[config.mk]
export PLATFORM = sky130hd
export DESIGN_NAME = pc_redirect_unit
export DESIGN_NICKNAME = d
export VERILOG_FILES = /design/src/rtl/pc_redirect_unit_pkg.sv /design/src/rtl/pc_redirect_unit_event_counter.sv /design/src/rtl/pc_redirect_unit.sv
export SDC_FILE = /design/constraint.sdc
export NUM_CORES = 1
export LEC_CHECK = 0
export ABC_AREA = 1
export CORE_UTILIZATION = 44
export DETAILED_ROUTE_END_ITERATION = 6
export GPL_ROUTABILITY_DRIVEN = 0
export PLACE_DENSITY = 0.74
export REMOVE_ABC_BUFFERS = 1
export SLEW_MARGIN = 20
export SYNTH_ARGS = -nofsm -noshare
export SYNTH_HDL_FRONTEND = slang
export SYNTH_SLANG_ARGS = --single-unit
export TNS_END_PERCENT = 30
[constraint.sdc]
create_clock -name CLK -period 1.5 [get_ports CLK]
set_input_delay 0.3 -clock CLK [delete_from_list [all_inputs] [get_ports CLK]]
set_output_delay 0.3 -clock CLK [all_outputs]
set_load 0.02 [all_outputs]
[src/rtl/pc_redirect_unit_pkg.sv]
// ---------------------------------------------------------------------------
// pc_redirect_unit_pkg
//   Shared definitions for the PC redirect unit:
//     - state_t       : RUN (normal fetch) / PENDING (redirect held during stall)
//     - DEFAULT_RESET_PC, DEFAULT_PC_INC : default parameter values
//     - align_target  : clears the two low bits of a raw branch target
// ---------------------------------------------------------------------------
package pc_redirect_unit_pkg;

    typedef enum logic {
        ST_RUN     = 1'b0,
        ST_PENDING = 1'b1
    } state_t;

    localparam logic [31:0] DEFAULT_RESET_PC = 32'h0000_0000;
    localparam logic [31:0] DEFAULT_PC_INC   = 32'd4;

    // Instruction fetch is word aligned; low two bits of a target are dropped.
    function automatic logic [31:0] align_target(input logic [31:0] raw);
        return {raw[31:2], 2'b00};
    endfunction

endpackage

[src/rtl/pc_redirect_unit_event_counter.sv]
// ---------------------------------------------------------------------------
// event_counter
//   32-bit saturating event counter with synchronous active-high reset.
//   Ports:
//     clk    in   clock
//     srst   in   synchronous reset, clears the count
//     inc    in   count one event this cycle
//     count  out  current count, sticks at 32'hFFFF_FFFF
// ---------------------------------------------------------------------------
module event_counter (
    input  logic        clk,
    input  logic        srst,
    input  logic        inc,
    output logic [31:0] count
);

    logic [31:0] count_reg;

    always_ff @(posedge clk) begin
        if (srst) begin
            count_reg <= 32'd0;
        end else if (inc && (count_reg != 32'hFFFF_FFFF)) begin
            count_reg <= count_reg + 32'd1;
        end
    end

    assign count = count_reg;

endmodule

[src/rtl/pc_redirect_unit.sv]
// ---------------------------------------------------------------------------
// pc_redirect_unit
//   Owns the fetch PC. Each cycle the PC either advances by PC_INC or is
//   redirected to the branch/jump target resolved in EX. A redirect that
//   arrives while the pipeline is stalled is held and applied once the
//   stall clears. Wrong-path instructions in IF/ID and ID/EX are flushed in
//   the cycle a redirect is applied.
//
//   Parameters:
//     RESET_PC  PC loaded on reset
//     PC_INC    sequential increment in bytes
//   Ports:
//     CLK               in   clock
//     RESET             in   synchronous active-high reset
//     STALL             in   pipeline freeze, PC holds
//     EX_VALID          in   instruction in EX is not a bubble
//     BRANCH_TAKEN      in   branch decision (1 = redirect)
//     BRANCH_TARGET     in   raw target address from the ALU
//     PC                out  current fetch address (registered)
//     PC_PLUS_4         out  PC + PC_INC (combinational, wraps)
//     FLUSH_IF_ID       out  kill IF/ID at next edge (combinational)
//     FLUSH_ID_EX       out  kill ID/EX at next edge (combinational)
//     REDIRECT_PENDING  out  a stalled redirect is being held
//     MISALIGNED        out  one-cycle pulse: applied target had low bits set
//   Optional (macro PC_REDIRECT_STATS_EN):
//     TAKEN_COUNT             out  saturating count of applied redirects
//     STALLED_REDIRECT_COUNT  out  saturating count of RUN->PENDING entries
// ---------------------------------------------------------------------------
module pc_redirect_unit
    import pc_redirect_unit_pkg::*;
#(
    parameter logic [31:0] RESET_PC = DEFAULT_RESET_PC,
    parameter logic [31:0] PC_INC   = DEFAULT_PC_INC
) (
    input  logic        CLK,
    input  logic        RESET,
    input  logic        STALL,
    input  logic        EX_VALID,
    input  logic        BRANCH_TAKEN,
    input  logic [31:0] BRANCH_TARGET,
    output logic [31:0] PC,
    output logic [31:0] PC_PLUS_4,
    output logic        FLUSH_IF_ID,
    output logic        FLUSH_ID_EX,
    output logic        REDIRECT_PENDING,
    output logic        MISALIGNED
`ifdef PC_REDIRECT_STATS_EN
    ,
    output logic [31:0] TAKEN_COUNT,
    output logic [31:0] STALLED_REDIRECT_COUNT
`endif
);

    state_t      state_reg, state_next;
    logic [31:0] pc_reg, pc_next;
    logic [31:0] held_target_reg, held_target_next;
    logic        held_mis_reg, held_mis_next;
    logic        misaligned_reg, misaligned_next;
    logic        take;
    logic        redirect_now;
    logic        raw_mis;

    assign take    = EX_VALID & BRANCH_TAKEN;
    assign raw_mis = |BRANCH_TARGET[1:0];

    always_comb begin
        state_next       = state_reg;
        pc_next          = pc_reg;
        held_target_next = held_target_reg;
        held_mis_next    = held_mis_reg;
        misaligned_next  = 1'b0;
        redirect_now     = 1'b0;

        unique case (state_reg)
            ST_RUN: begin
                if (!STALL && take) begin
                    pc_next         = align_target(BRANCH_TARGET);
                    misaligned_next = raw_mis;
                    redirect_now    = 1'b1;
                end else if (!STALL) begin
                    pc_next = pc_reg + PC_INC;
                end else if (take) begin
                    // Remember the redirect; EX keeps re-presenting it but we
                    // rely only on this captured copy.
                    held_target_next = align_target(BRANCH_TARGET);
                    held_mis_next    = raw_mis;
                    state_next       = ST_PENDING;
                end
            end
            ST_PENDING: begin
                if (!STALL) begin
                    pc_next         = held_target_reg;
                    misaligned_next = held_mis_reg;
                    redirect_now    = 1'b1;
                    state_next      = ST_RUN;
                end
            end
            default: state_next = ST_RUN;
        endcase
    end

    always_ff @(posedge CLK) begin
        if (RESET) begin
            state_reg       <= ST_RUN;
            pc_reg          <= RESET_PC;
            held_target_reg <= 32'd0;
            held_mis_reg    <= 1'b0;
            misaligned_reg  <= 1'b0;
        end else begin
            state_reg       <= state_next;
            pc_reg          <= pc_next;
            held_target_reg <= held_target_next;
            held_mis_reg    <= held_mis_next;
            misaligned_reg  <= misaligned_next;
        end
    end

    // Flushes are suppressed while reset is asserted so nothing held across
    // a reset can kill instructions afterwards.
    assign FLUSH_IF_ID      = redirect_now & ~RESET;
    assign FLUSH_ID_EX      = redirect_now & ~RESET;
    assign PC               = pc_reg;
    assign PC_PLUS_4        = pc_reg + PC_INC;
    assign REDIRECT_PENDING = (state_reg == ST_PENDING);
    assign MISALIGNED       = misaligned_reg;

`ifdef PC_REDIRECT_STATS_EN
    // Index 0: applied redirects, index 1: redirects deferred by a stall.
    logic [1:0]  stat_inc;
    logic [31:0] stat_count [2];

    assign stat_inc[0] = redirect_now & ~RESET;
    assign stat_inc[1] = (state_reg == ST_RUN) & STALL & take & ~RESET;

    generate
        for (genvar gi = 0; gi < 2; gi++) begin : g_stat
            event_counter u_event_counter (
                .clk   (CLK),
                .srst  (RESET),
                .inc   (stat_inc[gi]),
                .count (stat_count[gi])
            );
        end
    endgenerate

    assign TAKEN_COUNT            = stat_count[0];
    assign STALLED_REDIRECT_COUNT = stat_count[1];
`endif

endmodule

==> results of run 1 <==
==> area by class of cell <==
| class | instances | area (um2) | area share [%] |
|---|---|---|---|
| Clock buffer | 11 | 141.4 | 2.332 |
| Clock inverter | 5 | 33.78 | 0.5572 |
| Inverter | 60 | 225.2 | 3.714 |
| Multi-Input combinational cell | 446 | 2410 | 39.74 |
| Sequential cell | 63 | 1281 | 21.13 |
| Tap cell | 105 | 131.4 | 2.167 |
| Timing Repair Buffer | 207 | 1841 | 30.35 |
==> what timing repair did <==
action / CTS / global route
pin swaps: 27 / 37
setup buffers: 20 / 7
endpoints found under the setup margin: 113 / 78
gates resized for setup: 288 / 65
==> worst max path at each step <==
stage                     startpoint             to  slack (ps)  cells past startpoint
finish                         PC[7]  PC_PLUS_4[28]        -570                      8
global route                   PC[3]  PC_PLUS_4[28]        -670                      9
CTS                            PC[2]  PC_PLUS_4[16]        -510                      8
detailed placement             PC[2]  PC_PLUS_4[14]        -700                      8
global placement               PC[2]  PC_PLUS_4[30]        -630                      8
floorplan           REDIRECT_PENDING         PC[16]        -670                      5
==> metal layers <==
| metal | vias up | part of all wire, % |
|---|---|---|
| met5 | - | 0 |
| met4 | 0 | 3.3 |
| met3 | 43 | 6.6 |
| met2 | 222 | 50 |
| met1 | 2247 | 40 |
| li1 | 2276 | - |
==> tightest hold or removal path: cells and delay by family, from the launching register on <==
kind            cells  cell delay, ps
compound gates      1              50
flops               1             310
simple gates        1              60
==> placed cells by master, fill, tap and decap left out, types with 8 or more instances in the layout <==
master	synthesis	routed
inv_2	4	11
a21oi_1	39	32
dlygate4sd2_1	0	25
nor2_2	4	11
o21ai_1	0	8
o21ai_0	55	46
inv_1	55	48
clkdlybuf4s50_1	0	32
nand2_2	5	35
dfxtp_2	0	13
nand2_1	148	116
o221ai_1	10	10
buf_6	0	39
clkbuf_8	0	10
nor2_4	6	12
nor2_1	118	105
dfxtp_1	63	49
buf_4	6	97
nand3_1	23	16
==> Yosys cell counts, drive strengths merged <==
cell type  count
nor2         128
a31oi          1
buf           15
or2            1
clkbuf        13
nor3           3
o211ai         3
nand2        154
nand3b         6
inv           59
o221ai        10
xnor2          1
a211oi         2
dfxtp         63
and2           1
nand3         24
conb           1
a22o           1
a21oi         39
nand4          4
clkinv         1
ha             1
o21ai         55
a221oi         1
xor2           7
==> logic make-up (layout without fill, tap and decap cells) <==
logic type	after synthesis	in the layout	share of synthesized area [%]
flops	63	63	34.03
simple gates	321	321	36.90
other cells	1	4	0.1012
xor+xnor	8	8	2.093
fa+ha+maj	1	1	0.3376
buf+inv	88	283	9.824
compound gates	112	112	16.71
==> power by group through the flow <==
stage               Combinational [W]  Sequential (W)  Clock [W]
floorplan                    0.000354         0.00191          0
global placement             0.000950         0.00185          0
detailed placement           0.000964         0.00185          0
CTS                          0.000999         0.00182    0.00136
global route                  0.00114         0.00184    0.00144
finish                        0.00106         0.00183    0.00136
==> stage by stage <==
stage          setup TNS (ps)  util, %  area [um2]  worst slack, ps  hold slack, ps
2_1_floorplan          -29440        -        3578           -665.6           369.1
6_report               -15720    74.17        6063           -570.3           465.1
5_1_grt                -21060    74.17        6063           -673.0           479.9
4_1_cts                -13410    70.78        5787           -509.6           466.2
3_5_place_dp           -39910    65.12        5324           -700.8           454.2
3_3_place_gp           -38450    65.12        5324           -628.6           442.0
==> key figures, run 1 <==
Floorplan
  – Starting Density: 45.33%
  – Core Region: 0.008175 mm2
  – Row count: 33
  – I/O pins: 105
  – Die ar.: 0.008794 mm2
  – Die Ht: 93.78 um
  – Die Wd: 93.78 um

Power
  – Seq pwr share: 43.0%
  – Leak: around 2.8 nW
  – Switching share of total power: 31.95%
  – Max VDD drop: 0.4831 mV
  – Power Internal: about 0.0029 W
  – Cell area power density: around 700 mW/mm2
  – Share of power burned in the clock network: 32.0%
  – Switching component of the power: 0.001358 W
  – Combinational power share: roughly 25%
  – Total power: between 0.004 and 0.005 W

Setup path
  – Worst flop-to-flop path endpoint: PC[22]
  – CP Cell Sequence: nand2_2 -> nor2_4 -> nand3b_1 -> inv_2 -> nand2_2 -> nand2_2 -> nand2_2 -> buf_6
  – CP arrival: between 1500 and 2000 ps
  – Critical Path Sink Type: output port
  – Most used cell, CP: nand2_2
  – WP buf/inv: 2
  – Worst reg2reg setup slack: -460 ps
  – Top delay family on crit path: simple AND/OR/NAND/NOR gates
  – Crit Path Category: reg2out
  – Worst setup SP type: flip-flop
  – Req. time, crit path: 1200 ps
  – Crit-path slowest cell: dfxtp_1
  – Delay of the slowest critical-path stage: 400 ps
  – CP max FO: 4
  – Worst r2r src: PC[7]
  – R2R cell count: 15

GRT
  – Largest net degree at the start of global routing: 35
  – Antenna violations before repair: 0
  – GRT Util Overall: between 30% and 40%
  – Total grt overflow: 0
  – Gr busiest metal: met2
  – Met1 Use GR: roughly two fifths
  – Grt met2 use: 56.14%
  – First-pass GRT wire length: 21.69 mm
  – Vias in the first global route: 4552
  – GR Util met3: 4.854%

Timing
  – Max-slew violation total from the final report: 0
  – Achievable Freq: 483.0 MHz
  – Final Critical Period: 2070 ps
  – Worst Skew: approximately 9.4 ps
  – RSZ-0062 raised after global routing: yes
  – PnR worst setup slack: -570.3 ps
  – Final-report hold violation count: 0
  – Final setup fails: 51
  – Fin crit share: 138.0%

Route
  – Routed Antenna Nets: 0
  – Vias per cell: ~5.3
  – Via count: 4788
  – Per-cell routed wire length: 15.65 um
  – Detailed-route DRC error count: 0
  – Detailed Routing Iterations Pass 1: 5
  – DRT iter0 DRCs: 342
  – WL final: 14.04 mm

Clocking
  – Clock sink count: 63
  – Max H-tree Level: 3
  – Clock latency on the worst-skew pair: 350 ps
  – Root buffer cell: clkbuf_8
  – Cts hold-fix bufs: 0
  – CTS Buffer Depth: 2
  – Reg clk slew, reported paths: 80 ps
  – CTS tree: done
  – CTS buffer count: 9

Synthesis
  – Synthesis Warnings: 0
  – Post-Syn Area: 0.003706 mm2
  – Post-synth top area share: approximately a third
  – Post-synth top area cell: dfxtp_1
  – Synth Instances: 594
  – Yosys cell types: 34
  – Largest cells by area after synthesis: dfxtp_1 34%, nand2_1 15%, nor2_1 12%
  – Syn Area/Cell: 6.239 um2
  – #FFs+latches synth: 63
  – Register area share after synthesis: 34.03%

Finish
  – Fillers: 623
  – Final Non-Filler Cells: 897
  – Layout area overhead: 63.61%
  – Share of cells above drive strength 1: 34.09%
  – # diodes: 0
  – Layout Nets: 825

Flow run
  – Max Cap Viol: 0

Outcome
  – Failing checks: negative setup slack
  – Status: finished with violations

Hold path
  – Worst Hold Launch: held_target_reg[16]
  – Tightest Hold Check Type: reg2reg
  – WHS Endpoint: held_target_reg[16]
  – Hold path depth: 2

Placed design
  – Input/output buffers: 100
  – Hpwl dp: 8.874 mm
  – Post-Place Cells: about 850
Note: power is estimated with default switching activity, not from simulation.
==> run 2, diff against run 1 <==
TNS_END_PERCENT = 50   (was 30)
clock period = 1.7 ns   (was 1.5 ns; I/O delays follow)
==> key figures, run 2 (synthesized netlist as in run 1, its figures left out) <==
Finish
  – Final Non-Filler Cells: approximately 890
  – Share of cells above drive strength 1: 31.51%
  – Commonest non-fill, non-tap cell in the layout: nand2_1
  – Final Cell Area: 0.005933 mm2
  – Commonest non-fill, non-tap cells in the layout: 118 x nand2_1, 107 x buf_4, 105 x nor2_1
  – Layout area overhead: 60.09%
  – # diodes: 0
  – Layout Nets: just over 800

Timing
  – Fin crit share: 127.7%
  – Final-report hold violation count: 0
  – Worst Skew: around 14 ps
  – Final Critical Period: between 2000 and 2500 ps
  – Max-slew violation total from the final report: 0
  – PnR worst setup slack: -471.7 ps
  – Final setup fails: 31
  – Achievable Freq: approximately 460 MHz
  – RSZ-0062 raised after global routing: yes

Placed design
  – Worst slack, placed: -525.9 ps
  – Hpwl dp: ~9.1 mm
  – Post-DP Area: about 0.0053 mm2
  – Input/output buffers: 100
  – Post-Place Cells: approximately 860

GRT
  – Antenna violations before repair: 0
  – Vias in the first global route: 4547
  – Total grt overflow: 0
  – GRT Util Overall: approximately a third
  – Largest net degree at the start of global routing: 35
  – First-pass GRT wire length: 21.51 mm

Clocking
  – Max H-tree Level: 3
  – Root buffer cell: clkbuf_8
  – Clock sink count: between 60 and 70
  – Clock latency on the worst-skew pair: ~350 ps
  – CTS buffer count: 9
  – Reg clk slew, reported paths: 80 ps
  – CTS Buffer Depth: 2
  – Cts hold-fix bufs: 0
  – CTS tree: done

Setup path
  – Critical Path Sink Type: output port
  – CP max FO: 3
  – Most used cell, CP: nand2_1
  – CP arrival: ~1800 ps
  – Delay of the slowest critical-path stage: 360 ps
  – Crit Path Category: reg2out
  – Crit path from: PC[12]
  – Worst flop-to-flop path endpoint: PC[20]
  – Critical path depth: 8
  – R2R cell count: 13
  – CP Cell Sequence: nand2_1 -> buf_4 -> nor2_1 -> nand2_1 -> nor2_1 -> nand2_1 -> nand2_1 -> buf_6
  – WP buf/inv: 2
  – Top delay family on crit path: simple AND/OR/NAND/NOR gates
  – Crit-path slowest cell: dfxtp_2
  – Worst reg2reg setup slack: -400 ps
  – Worst setup SP type: flip-flop
  – Req. time, crit path: 1360 ps
  – Worst r2r src: PC[12]
  – Critical Path Sink: PC_PLUS_4[20]

Route
  – Routed Antenna Nets: 0
  – WL final: 14.15 mm
  – Via count: around 4800
  – Detailed-route DRC error count: 0
  – DRT iter0 DRCs: 363
  – Per-cell routed wire length: 15.91 um
  – Detailed Routing Iterations Pass 1: 5
  – Vias per cell: 5.405

Flow run
  – Max Cap Viol: 0

Floorplan
  – Row count: 33
  – Core Region: just over 0.008 mm2
  – I/O pins: between 100 and 150
  – Die Ht: ~94 um
  – Starting Density: 45.33%
  – Die ar.: 0.008794 mm2
  – Die Wd: 93.78 um

Power
  – Cell area power density: 675.9 mW/mm2
  – Max VDD drop: around 0.52 mV
  – Leak: roughly 2.7 nW
  – Total power: 0.004010 W

Outcome
  – Status: finished with violations
  – Failing checks: negative setup slack

Hold path
  – Tightest Hold Check Type: reg2reg
run 2: cell types whose count changed in the layout (fill, tap and decap cells not counted), moves of 4 or more:
cell	change
a21oi_1	+6
a21oi_2	-6
buf_4	+10
buf_6	-16
clkdlybuf4s15_1	-7
clkdlybuf4s50_1	+5
inv_1	+4
inv_2	-5
nand2_2	-4
nand3_1	+5
nand3_2	-4
o21ai_1	-6
o21ai_2	+4
run 2: how the worst min path moves through the flow:
stage | from | endpoint | slack [ps] | cells after the start
after floorplan | RESET | MISALIGNED | 410 | 1
after global placement | held_target_reg[6] | held_target_reg[6] | 440 | 2
after detailed placement | held_target_reg[6] | held_target_reg[6] | 460 | 2
after CTS | held_target_reg[6] | held_target_reg[6] | 470 | 2
after global routing | held_mis_reg | MISALIGNED | 480 | 2
final | held_target_reg[6] | held_target_reg[6] | 470 | 2
run 2: cell type report:
class,instances,area [um2]
Clock inverter,7,97.59
Inverter,60,227.7
Tap cell,105,131.4
Fill cell,643,2242
Clock buffer,9,123.9
Sequential cell,63,1284
Timing Repair Buffer,199,1720
Multi-Input combinational cell,446,2349
run 2: layer usage:
| layer | vias up | share of wire (%) | global-route usage (%) |
|---|---|---|---|
| li1 | 2258 | - | - |
| met1 | 2200 | 38 | 38.61 |
| met2 | 305 | 50 | 54.56 |
| met3 | 42 | 9.2 | 4.693 |
| met4 | 0 | 2.7 | 13.08 |
| met5 | - | 0 | 0 |
run 2: report_power, final:
group,switching (W),internal [W],total (W)
logic,0.000490,0.000409,0.000899
registers,0.0000614,0.00155,0.00161
clock network,0.000669,0.000828,0.00150
run 2: per-stage QoR:
stage | util [%] | hold slack, ps | setup TNS (ps)
after floorplan | - | 409.1 | -14830
after global routing | 72.57 | 484.8 | -11120
after detailed placement | 65.21 | 456.0 | -26890
after CTS | 69.65 | 466.7 | -7595
after global placement | 65.21 | 442.0 | -23000
final | 72.57 | 465.3 | -8999
run 2: worst reg2reg max path: stages (launching register included):
cell and delay [ps]:
dfxtp_2 360, nand2_1 120, buf_4 170, nor2_1 190, nand2_1 170, nor2_1 190, nand2_1 90, buf_4 140
buf_4 120, buf_4 120, buf_4 120, nand3_1 70, nand2_1 60, a21oi_1 120
run 2: what timing repair did:
item                       CTS  global route
pin swaps                   27            35
hold endpoints to repair     0             0
gates cloned                 0             0
setup endpoints to repair   63            35
resized for setup          245            60
buffers inserted            11             7
==> run 3, diff against run 2 <==
CTS_CLUSTER_SIZE = 12   (was unset)
==> results of run 3 <==
Final layout, timing and power as in run 2 (identical DEF).
